$ cat src/rtl/mmio_pkg.sv
// Shared constants for the memory-mapped button/output responder: default
// addresses, status/control bit positions and debouncer state encoding.
package mmio_pkg;

    localparam logic [31:0] BUTTON_ADDR_DEFAULT = 32'd1000;
    localparam logic [31:0] OUTPUT_ADDR_DEFAULT = 32'd2000;

    localparam int unsigned LEVEL_BIT       = 0;
    localparam int unsigned PENDING_BIT     = 1;
    localparam int unsigned CLR_PENDING_BIT = 1;
    localparam int unsigned CLR_COUNT_BIT   = 2;
    localparam int unsigned COUNT_LSB       = 16;
    localparam int unsigned COUNT_MSB       = 23;

    localparam logic [1:0] ST_STABLE_LOW  = 2'd0;
    localparam logic [1:0] ST_WAIT_HIGH   = 2'd1;
    localparam logic [1:0] ST_STABLE_HIGH = 2'd2;
    localparam logic [1:0] ST_WAIT_LOW    = 2'd3;

    function automatic logic [31:0] status_word(input logic level,
                                                input logic pending,
                                                input logic [7:0] count);
        logic [31:0] s;
        s                      = '0;
        s[LEVEL_BIT]           = level;
        s[PENDING_BIT]         = pending;
        s[COUNT_MSB:COUNT_LSB] = count;
        return s;
    endfunction

endpackage

$ cat src/rtl/button_debouncer.sv
// Two-flop synchronizer followed by a counting debounce FSM. `rise` is high
// in the cycle whose closing edge raises `level`, so event logic updates on that same edge.
module button_debouncer
    import mmio_pkg::*;
#(
    parameter logic [15:0] DEBOUNCE_CYCLES = 16'd50000
) (
    input  logic clock,
    input  logic reset,
    input  logic button_in,
    output logic level,
    output logic rise
);

    localparam int CW = $clog2(int'(DEBOUNCE_CYCLES) + 1);
    localparam logic [CW-1:0] CNT_TARGET = CW'(DEBOUNCE_CYCLES);

    logic          sync1_q, sync_q;
    logic [1:0]    state_q, state_d;
    logic [CW-1:0] cnt_q, cnt_d;
    logic          level_q, level_d;

    always_comb begin
        state_d = state_q;
        cnt_d   = cnt_q;
        level_d = level_q;
        case (state_q)
            ST_STABLE_LOW: if (sync_q) begin
                state_d = ST_WAIT_HIGH;
                cnt_d   = CW'(1);
            end
            ST_STABLE_HIGH: if (!sync_q) begin
                state_d = ST_WAIT_LOW;
                cnt_d   = CW'(1);
            end
            ST_WAIT_HIGH: begin
                if (!sync_q) begin
                    state_d = ST_STABLE_LOW;
                    cnt_d   = '0;
                end else if (cnt_q + CW'(1) == CNT_TARGET) begin
                    state_d = ST_STABLE_HIGH;
                    level_d = 1'b1;
                    cnt_d   = '0;
                end else begin
                    cnt_d = cnt_q + CW'(1);
                end
            end
            ST_WAIT_LOW: begin
                if (sync_q) begin
                    state_d = ST_STABLE_HIGH;
                    cnt_d   = '0;
                end else if (cnt_q + CW'(1) == CNT_TARGET) begin
                    state_d = ST_STABLE_LOW;
                    level_d = 1'b0;
                    cnt_d   = '0;
                end else begin
                    cnt_d = cnt_q + CW'(1);
                end
            end
            default: begin
                state_d = ST_STABLE_LOW;
                cnt_d   = '0;
                level_d = 1'b0;
            end
        endcase
    end

    always_ff @(posedge clock or posedge reset) begin
        if (reset) begin
            sync1_q <= 1'b0;
            sync_q  <= 1'b0;
            state_q <= ST_STABLE_LOW;
            cnt_q   <= '0;
            level_q <= 1'b0;
        end else begin
            sync1_q <= button_in;
            sync_q  <= sync1_q;
            state_q <= state_d;
            cnt_q   <= cnt_d;
            level_q <= level_d;
        end
    end

    assign level = level_q;
    assign rise  = level_d & ~level_q;

endmodule

$ cat src/rtl/mmio_io_controller.sv
// I/O responder beside the data RAM: button status/control register and a
// held output register, both decoded combinationally from the data address.
module mmio_io_controller
    import mmio_pkg::*;
#(
    parameter logic [15:0] DEBOUNCE_CYCLES = 16'd50000,
    parameter logic [31:0] BUTTON_ADDR     = BUTTON_ADDR_DEFAULT,
    parameter logic [31:0] OUTPUT_ADDR     = OUTPUT_ADDR_DEFAULT
) (
    input  logic        clock,
    input  logic        reset,
    input  logic        button_in,
    input  logic [31:0] address_dmem,
    input  logic        wren,
    input  logic [31:0] data,
    output logic        sel_io,
    output logic [31:0] q_io,
    output logic [31:0] out_reg,
    output logic        out_strobe
);

    logic        level, rise;
    logic        hit_button, hit_output;
    logic        pending_q, pending_d;
    logic [7:0]  count_q, count_d;
    logic [31:0] out_reg_q, out_reg_d;
    logic        strobe_q, strobe_d;

    button_debouncer #(.DEBOUNCE_CYCLES(DEBOUNCE_CYCLES)) u_debouncer (
        .clock     (clock),
        .reset     (reset),
        .button_in (button_in),
        .level     (level),
        .rise      (rise)
    );

    assign hit_button = (address_dmem == BUTTON_ADDR);
    assign hit_output = (address_dmem == OUTPUT_ADDR);

    // Clears are applied first so a press on the same edge overrides them.
    always_comb begin
        pending_d = pending_q;
        count_d   = count_q;
        if (wren && hit_button) begin
            if (data[CLR_PENDING_BIT]) pending_d = 1'b0;
            if (data[CLR_COUNT_BIT])   count_d   = 8'd0;
        end
        if (rise) begin
            pending_d = 1'b1;
            count_d   = count_d + 8'd1;
        end
        strobe_d  = wren && hit_output;
        out_reg_d = strobe_d ? data : out_reg_q;
    end

    always_ff @(posedge clock or posedge reset) begin
        if (reset) begin
            pending_q <= 1'b0;
            count_q   <= 8'd0;
            out_reg_q <= 32'd0;
            strobe_q  <= 1'b0;
        end else begin
            pending_q <= pending_d;
            count_q   <= count_d;
            out_reg_q <= out_reg_d;
            strobe_q  <= strobe_d;
        end
    end

    assign sel_io     = hit_button | hit_output;
    assign q_io       = hit_button ? status_word(level, pending_q, count_q) :
                        hit_output ? out_reg_q : 32'd0;
    assign out_reg    = out_reg_q;
    assign out_strobe = strobe_q;

endmodule

$ cat config.mk
export PLATFORM = sky130hd
export DESIGN_NAME = mmio_io_controller
export DESIGN_NICKNAME = d
export VERILOG_FILES = /design/src/rtl/mmio_pkg.sv /design/src/rtl/button_debouncer.sv /design/src/rtl/mmio_io_controller.sv
export SDC_FILE = /design/constraint.sdc
export NUM_CORES = 1
export LEC_CHECK = 0
export CORE_ASPECT_RATIO = 1.75
export CORE_MARGIN = 2
export CORE_UTILIZATION = 43
export CTS_BUF_LIST = sky130_fd_sc_hd__clkbuf_16
export DETAILED_ROUTE_END_ITERATION = 8
export PLACE_DENSITY = 0.85
export SLEW_MARGIN = 20
export SYNTH_ARGS = -nofsm -noshare
export SYNTH_HDL_FRONTEND = slang
export SYNTH_SLANG_ARGS = --single-unit
$ cat constraint.sdc
create_clock -name clock -period 4.4 [get_ports clock]
set_clock_uncertainty 0.2 [all_clocks]
set_input_delay 0.44 -clock clock [delete_from_list [all_inputs] [get_ports clock]]
set_output_delay 0.44 -clock clock [all_outputs]
set_load 0.05 [all_outputs]
* Word-level counts from Yosys, hierarchy flattened *
Cells that the tools add are included.

operators by class
  $add $sub $neg = 2
  equality and inequality tests = 10
  muxes and demuxes = 26
  bitwise operators = 3
  reduce and logical (&&, ||, !) cells = 8

operators by type and width
  operator                                                number
  2-to-1 mux 16 bit                                       5
  2-to-1 mux 32 bit                                       2
  one-hot mux 16 bit (4 select lines)                     1
  equality test 32 x 10 -> 1 bit (second input constant)  1
  equality test 32 x 11 -> 1 bit (second input constant)  1
  2-to-1 mux 8 bit                                        3
  adder 16 x 1 -> 16 bit (second input constant)          1
  equality test 16 bit (second input constant)            1
  2-to-1 mux 2 bit                                        6
  adder 8 x 1 -> 8 bit (second input constant)            1
  one-hot mux 2 bit (4 select lines)                      1
  2-to-1 mux 1 bit                                        7
  equality test 2 bit (second input constant)             2
  AND reduction 2 bit                                     2
  AND reduction 4 bit                                     1
  nonzero test 2 bit                                      2
  != test 3 x 1 -> 1 bit (second input constant)          1
  != test 3 bit (second input constant)                   1
  equality test 2 x 1 -> 1 bit (second input constant)    1
  logical AND 1 bit                                       2
  logical NOT 2 bit                                       1
  != test 2 x 1 -> 1 bit (second input constant)          1
  != test 2 bit (second input constant)                   1
  one-hot mux 1 bit (2 select lines)                      1
  other kinds (3)                                         3

storage, ports and cells
  register bits = 63
  bits of input ports = 68
  output and inout port bits = 66
  word-level logic and storage cells = 58

* Depth between registers and ports, before layout *
  depth in word-level cells = 8
  mapped depth = 10
  mapped depth without buffers = 9

* Cells and area by module *
Synthesis repeated with hierarchy kept, for this count alone.

second synthesis, totals
  cell total of the unflattened synthesis = 325
  area total of the unflattened synthesis = 3492.1 um^2

modules (own cells, without submodules)
  module              instances  cells each  area each (um^2)  seq. area each (um^2)
  mmio_io_controller  1          181         2200.9            1051.0
  button_debouncer    1          144         1291.2            525.5

* Worst setup path after synthesis *
Ideal clock, no wire load.

  kind = flip-flop to flip-flop
  start = reg u_debouncer.cnt_q[0]
  end = reg count_q[5]
  library setup time = 0.066 ns
  arrival = 2.845 ns
  required time = 4.134 ns
  slack = 1.289 ns
  cell stages (with the launch flop) = 10
  buffers on the path = 1
  clock period less this slack = 3.111 ns
  cells stage by stage = dfrtp_1 ha_1 and2_1 nand4_4 or4_4 a222oi_1 nand3_2 buf_6 or4b_1 nand2_1

between the ends
  word-level cells in the longest chain between the ends = 7
  elaborated cells on any way between the ends = 9
  classes of those cells = add/sub: 1; eq/ne: 1; mux: 6; bitwise: 1

RTL lines
  what                                        line                                            text
  start, declared                             button_debouncer.sv:20                          logic [CW-1:0] cnt_q, cnt_d;
  start signal, assigned                      button_debouncer.sv:79                          cnt_q <= cnt_d;
  adder 16 x 1 -> 16 bit (*)                  button_debouncer.sv:40, button_debouncer.sv:52
  equality test 16 bit (*)                    button_debouncer.sv:40, button_debouncer.sv:52
  2-to-1 mux 1 bit, on equally long branches  button_debouncer.sv:52, button_debouncer.sv:40
  2-to-1 mux 1 bit, on equally long branches  button_debouncer.sv:49, button_debouncer.sv:37
  one-hot mux 1 bit (2 select lines) (*)      button_debouncer.sv:27                          case (state_q)
  AND 1 bit (*)                               button_debouncer.sv:85                          assign rise = level_d & ~level_q;
  2-to-1 mux 8 bit (*)                        mmio_io_controller.sv:48                        if (rise) begin
  via count_d[5]                              mmio_io_controller.sv:25                        logic [7:0] count_q, count_d;
  end signal, assigned                        mmio_io_controller.sv:64                        count_q <= count_d;
  end, declared                               mmio_io_controller.sv:25

Mark *: on every way through the listed nets, which the timed path passes. The rest lies on a longest branch.
A chain may end at the register's enable or synchronous reset.

* Worst setup path in the final report *
  start = in address_dmem[10]
  end = out q_io[30]

between the ends
  word-level cells in the longest chain between the ends = 3
  elaborated cells on any way between the ends = 4
  classes of those cells = eq/ne: 2; mux: 2

RTL lines
  what                            line                      text
  start, declared                 mmio_io_controller.sv:13  input logic [31:0] address_dmem,
  equality test 32 x 11 -> 1 bit  mmio_io_controller.sv:38  assign hit_output = (address_dmem == OUTPUT_ADDR);
  2-to-1 mux 32 bit               mmio_io_controller.sv:72  hit_output ? out_reg_q : 32'd0;
  2-to-1 mux 32 bit (*)           mmio_io_controller.sv:71  assign q_io = hit_button ? status_word(level, pending_q, count_q) :
  end, declared                   mmio_io_controller.sv:17  output logic [31:0] q_io,

Mark *: on every way between the ends. The rest lies on a longest branch, timed or not.

==> results.sh <==
export IMPL_rsz0062_at_grt="false"
export IMPL_fmax_mhz=274
export IMPL_finalSetupViolCount=0
export IMPL_syn_inst=301
export IMPL_p_int_uw=1020
export IMPL_required_ps=3760
export IMPL_worstMarginPinSlew_ps=863
export IMPL_ys_types=50
export IMPL_drive_gt1_share_pct=17.3
export IMPL_grt_antenna_before_repair=0
export IMPL_ios=134
export IMPL_start_util_pct=43.7
export IMPL_power_density_nw_per_um2=257
export IMPL_dp_cells=513
export IMPL_wl_mm=9.79
export IMPL_dr_pass1_iters=4
export IMPL_viasPerCell=5.75
export IMPL_vias=3038
export IMPL_numCtsBuffers=9
export IMPL_synthToLayoutAreaGrowth_pct=55.0
export IMPL_final_hold_viol_count=0
export IMPL_hpwl_mm=7.55
export IMPL_finalSetupTns_ps=0
export IMPL_p_sw_share_pct=21.8
export IMPL_cts_resized_gates=0
export IMPL_ys_ff_latch=63
export IMPL_endpoint_kind="output port"
export IMPL_clkSlewWorstSetupHoldPaths_ps=50
export IMPL_row_count=42
export IMPL_nNetsFinal=506
export IMPL_pwr_share_seq_pct=45.6
export IMPL_synth_edf_count=0
export IMPL_p_switching_uw=283
export IMPL_crit_type="input pin to output port"
export IMPL_tritoncts="yes"
export IMPL_min_period_ps=3660
export IMPL_wire_per_inst_um=18.5
export IMPL_grt_total_usage_pct=24.3
export IMPL_start_kind="input pin"
export IMPL_drv_slew=0
export IMPL_core_um2=7460
export IMPL_outcome="completed"
export IMPL_grt_start_max_net_pins=37
export IMPL_p_leak_uw=0.00222
export IMPL_synth_top_area_share_pct=48.3
export IMPL_first_global_vias=3125
export IMPL_cts_max_level=3
export IMPL_ys_flop_type="dfrtp_1"
export IMPL_drc=0
export IMPL_gp_congestion=0.934
export IMPL_yosysTopAreaCell="dfrtp_1"
export IMPL_slew_headroom_pct=41.7
export IMPL_yosysSeqAreaShare_pct=48.3
export IMPL_port_buffers=133
export IMPL_die_h_um=119
export IMPL_cpPeakStageDelay_ps=800
export IMPL_worstHoldPathType="flop to flop"
export IMPL_critPathSlowestCell="clkdlybuf4s50_1"
export IMPL_r2r_start="u_debouncer.cnt_q[3]$_DFFE_PP0P_"
export IMPL_period_share_pct=83.1
export IMPL_grt_pass1_wl_mm=15.9
export IMPL_clk_path_buf_depth=2
export IMPL_holdBufCountCts=0
export IMPL_grt_overflow=0
export IMPL_async_flop_share_pct=100
export IMPL_crit_chain="clkdlybuf4s50_1 > nor4bb_2 > buf_4 > and3_1 > clkdlybuf4s50_1"
export IMPL_die_w_um=69.9
export IMPL_synth_fp_nets=371
export IMPL_largest_register_ffs=32
export IMPL_post_cts_buffers=0
export IMPL_cp_arrival_ps=3020
export IMPL_drv_cap=0
export IMPL_startpoint="address_dmem[10]"
export IMPL_ys_top_cells_by_area="dfrtp_1 48%, mux2_2 12%, and3_1 4.8%, a22o_1 4.3%, nand3_1 2.8%"
export IMPL_syn_area_um2=3260
export IMPL_postSynthAreaPerCell_um2=10.8
export IMPL_cts_sinks=63
export IMPL_crit_buf_inv=3
export IMPL_critical_path_top_delay_family="buffers and inverters"
export IMPL_drtAntennaViolNets=0
export IMPL_clock_power_share_pct=46.8
export IMPL_min_from="u_debouncer.sync1_q$_DFF_PP0_"
export IMPL_yosysWarnings=0
export IMPL_worst_path_most_repeated_cell="clkdlybuf4s50_1"
export IMPL_crit_fanout=15
export IMPL_n_antenna_cell=0
export IMPL_drt_iter0_drc=124
export IMPL_clkLatencyLatePin_ps=320
export IMPL_die_area_um2=8330
export IMPL_finalNonFillerCells=528
export IMPL_cts_root_buf="clkbuf_16"
export IMPL_pwr_share_comb_pct=7.6
export IMPL_ir_worst_vdd_mv=0.224
## cell usage after synthesis (3+ instances only)
| cell type | instances |
|---|---|
| nand2_1 | 21 |
| nor2_1 | 10 |
| a21oi_1 | 3 |
| and3_1 | 25 |
| dfrtp_1 | 63 |
| mux2_2 | 35 |
| o21ai_0 | 11 |
| o31ai_1 | 5 |
| a31oi_1 | 7 |
| or4b_1 | 5 |
| o211ai_1 | 4 |
| xnor2_1 | 4 |
| nor4_1 | 7 |
| nand3_1 | 18 |
| clkbuf_1 | 13 |
| nand4_1 | 6 |
| a22o_1 | 16 |
| and2_1 | 6 |
| or3_1 | 3 |
## placed cells by master (no fill, tap or decap), types with 2 or more instances in the layout
cell type and count:
mux2i_1 2, and2_1 6, and3_1 25, ha_1 2, nand3_1 18, clkbuf_16 9, o211ai_1 4, nor2_1 10
and3b_1 2, a31oi_1 7, nor4_1 7, nand2_1 21, a22o_1 16, a21oi_1 3, mux2_2 35, buf_12 11
o31ai_1 5, xor2_1 2, clkdlybuf4s50_1 122, clkinv_1 3, or4b_1 5, o21ai_0 11, nor3_1 2, clkinv_2 2
or3_1 3, nor3b_1 2, xnor2_1 4, dfrtp_1 63, nand4_1 6, buf_4 8, or2_2 2
## cell families (layout without fill, tap and decap cells)
group,after synthesis,count (layout),share of synthesized area (%)
AOI/OAI and AO/OA,52,52,11.5
xor gates and xnor gates,6,6,1.61
adders and majority gates,2,2,0.766
buffers and inverters,19,158,2.61
DFF,63,63,48.3
muxes,37,37,12.7
and+or+nand+nor,122,122,22.5
## path summary, 6_finish.rpt
path,to,slack [ps],cells after the start
setup / recovery,q_io[30],740,5
hold / removal,u_debouncer.sync_q$_DFF_PP0_,150,0
setup reg to reg,count_q[5]$_DFF_PP0_,1030,8
hold reg to reg,u_debouncer.sync_q$_DFF_PP0_,150,0
max in group asynchronous,out_reg[7]$_DFFE_PP0P_,2810,3
min in group asynchronous,u_debouncer.state_q[0]$_DFFE_PP0P_,300,2
## routing by layer
metal | global-route usage [%] | up-vias | wire length, um
met4 | 7.57 | 0 | 153
met5 | 0 | - | 0
met1 | 24.9 | 1507 | 3410
met2 | 47.4 | 117 | 5690
met3 | 5.50 | 12 | 543
li1 | - | 1402 | -
## final cells by class
cell class,count,area (um2)
clock buffer,9,225
clock inverter,6,28.8
sequential,63,1580
inverter,2,7.51
multi-input combinational,219,1610
timing repair buffer,141,1500
fill,564,2400
tap,88,110
## metrics by stage
step	setup WS, ps	power (uW)	cell area [um2]	hold WS (ps)	utilization (%)
2_1_floorplan	1290	629	3260	131	-
3_5_place_dp	801	702	4800	141	64.4
5_1_grt	602	1350	5060	152	67.8
6_report	744	1300	5060	152	67.8
3_3_place_gp	853	699	4800	132	64.4
4_1_cts	760	1320	5060	153	67.8
## power by group through the flow
| stage | sequential, uW | combinational [uW] | clock [uW] |
|---|---|---|---|
| 2_1_floorplan | 600 | 28.4 | 0 |
| 3_5_place_dp | 602 | 100 | 0 |
| 5_1_grt | 593 | 108 | 648 |
| 6_report | 593 | 98.9 | 609 |
| 4_1_cts | 592 | 101 | 624 |
| 3_3_place_gp | 602 | 97.2 | 0 |
(Power assumes the default switching activity.)
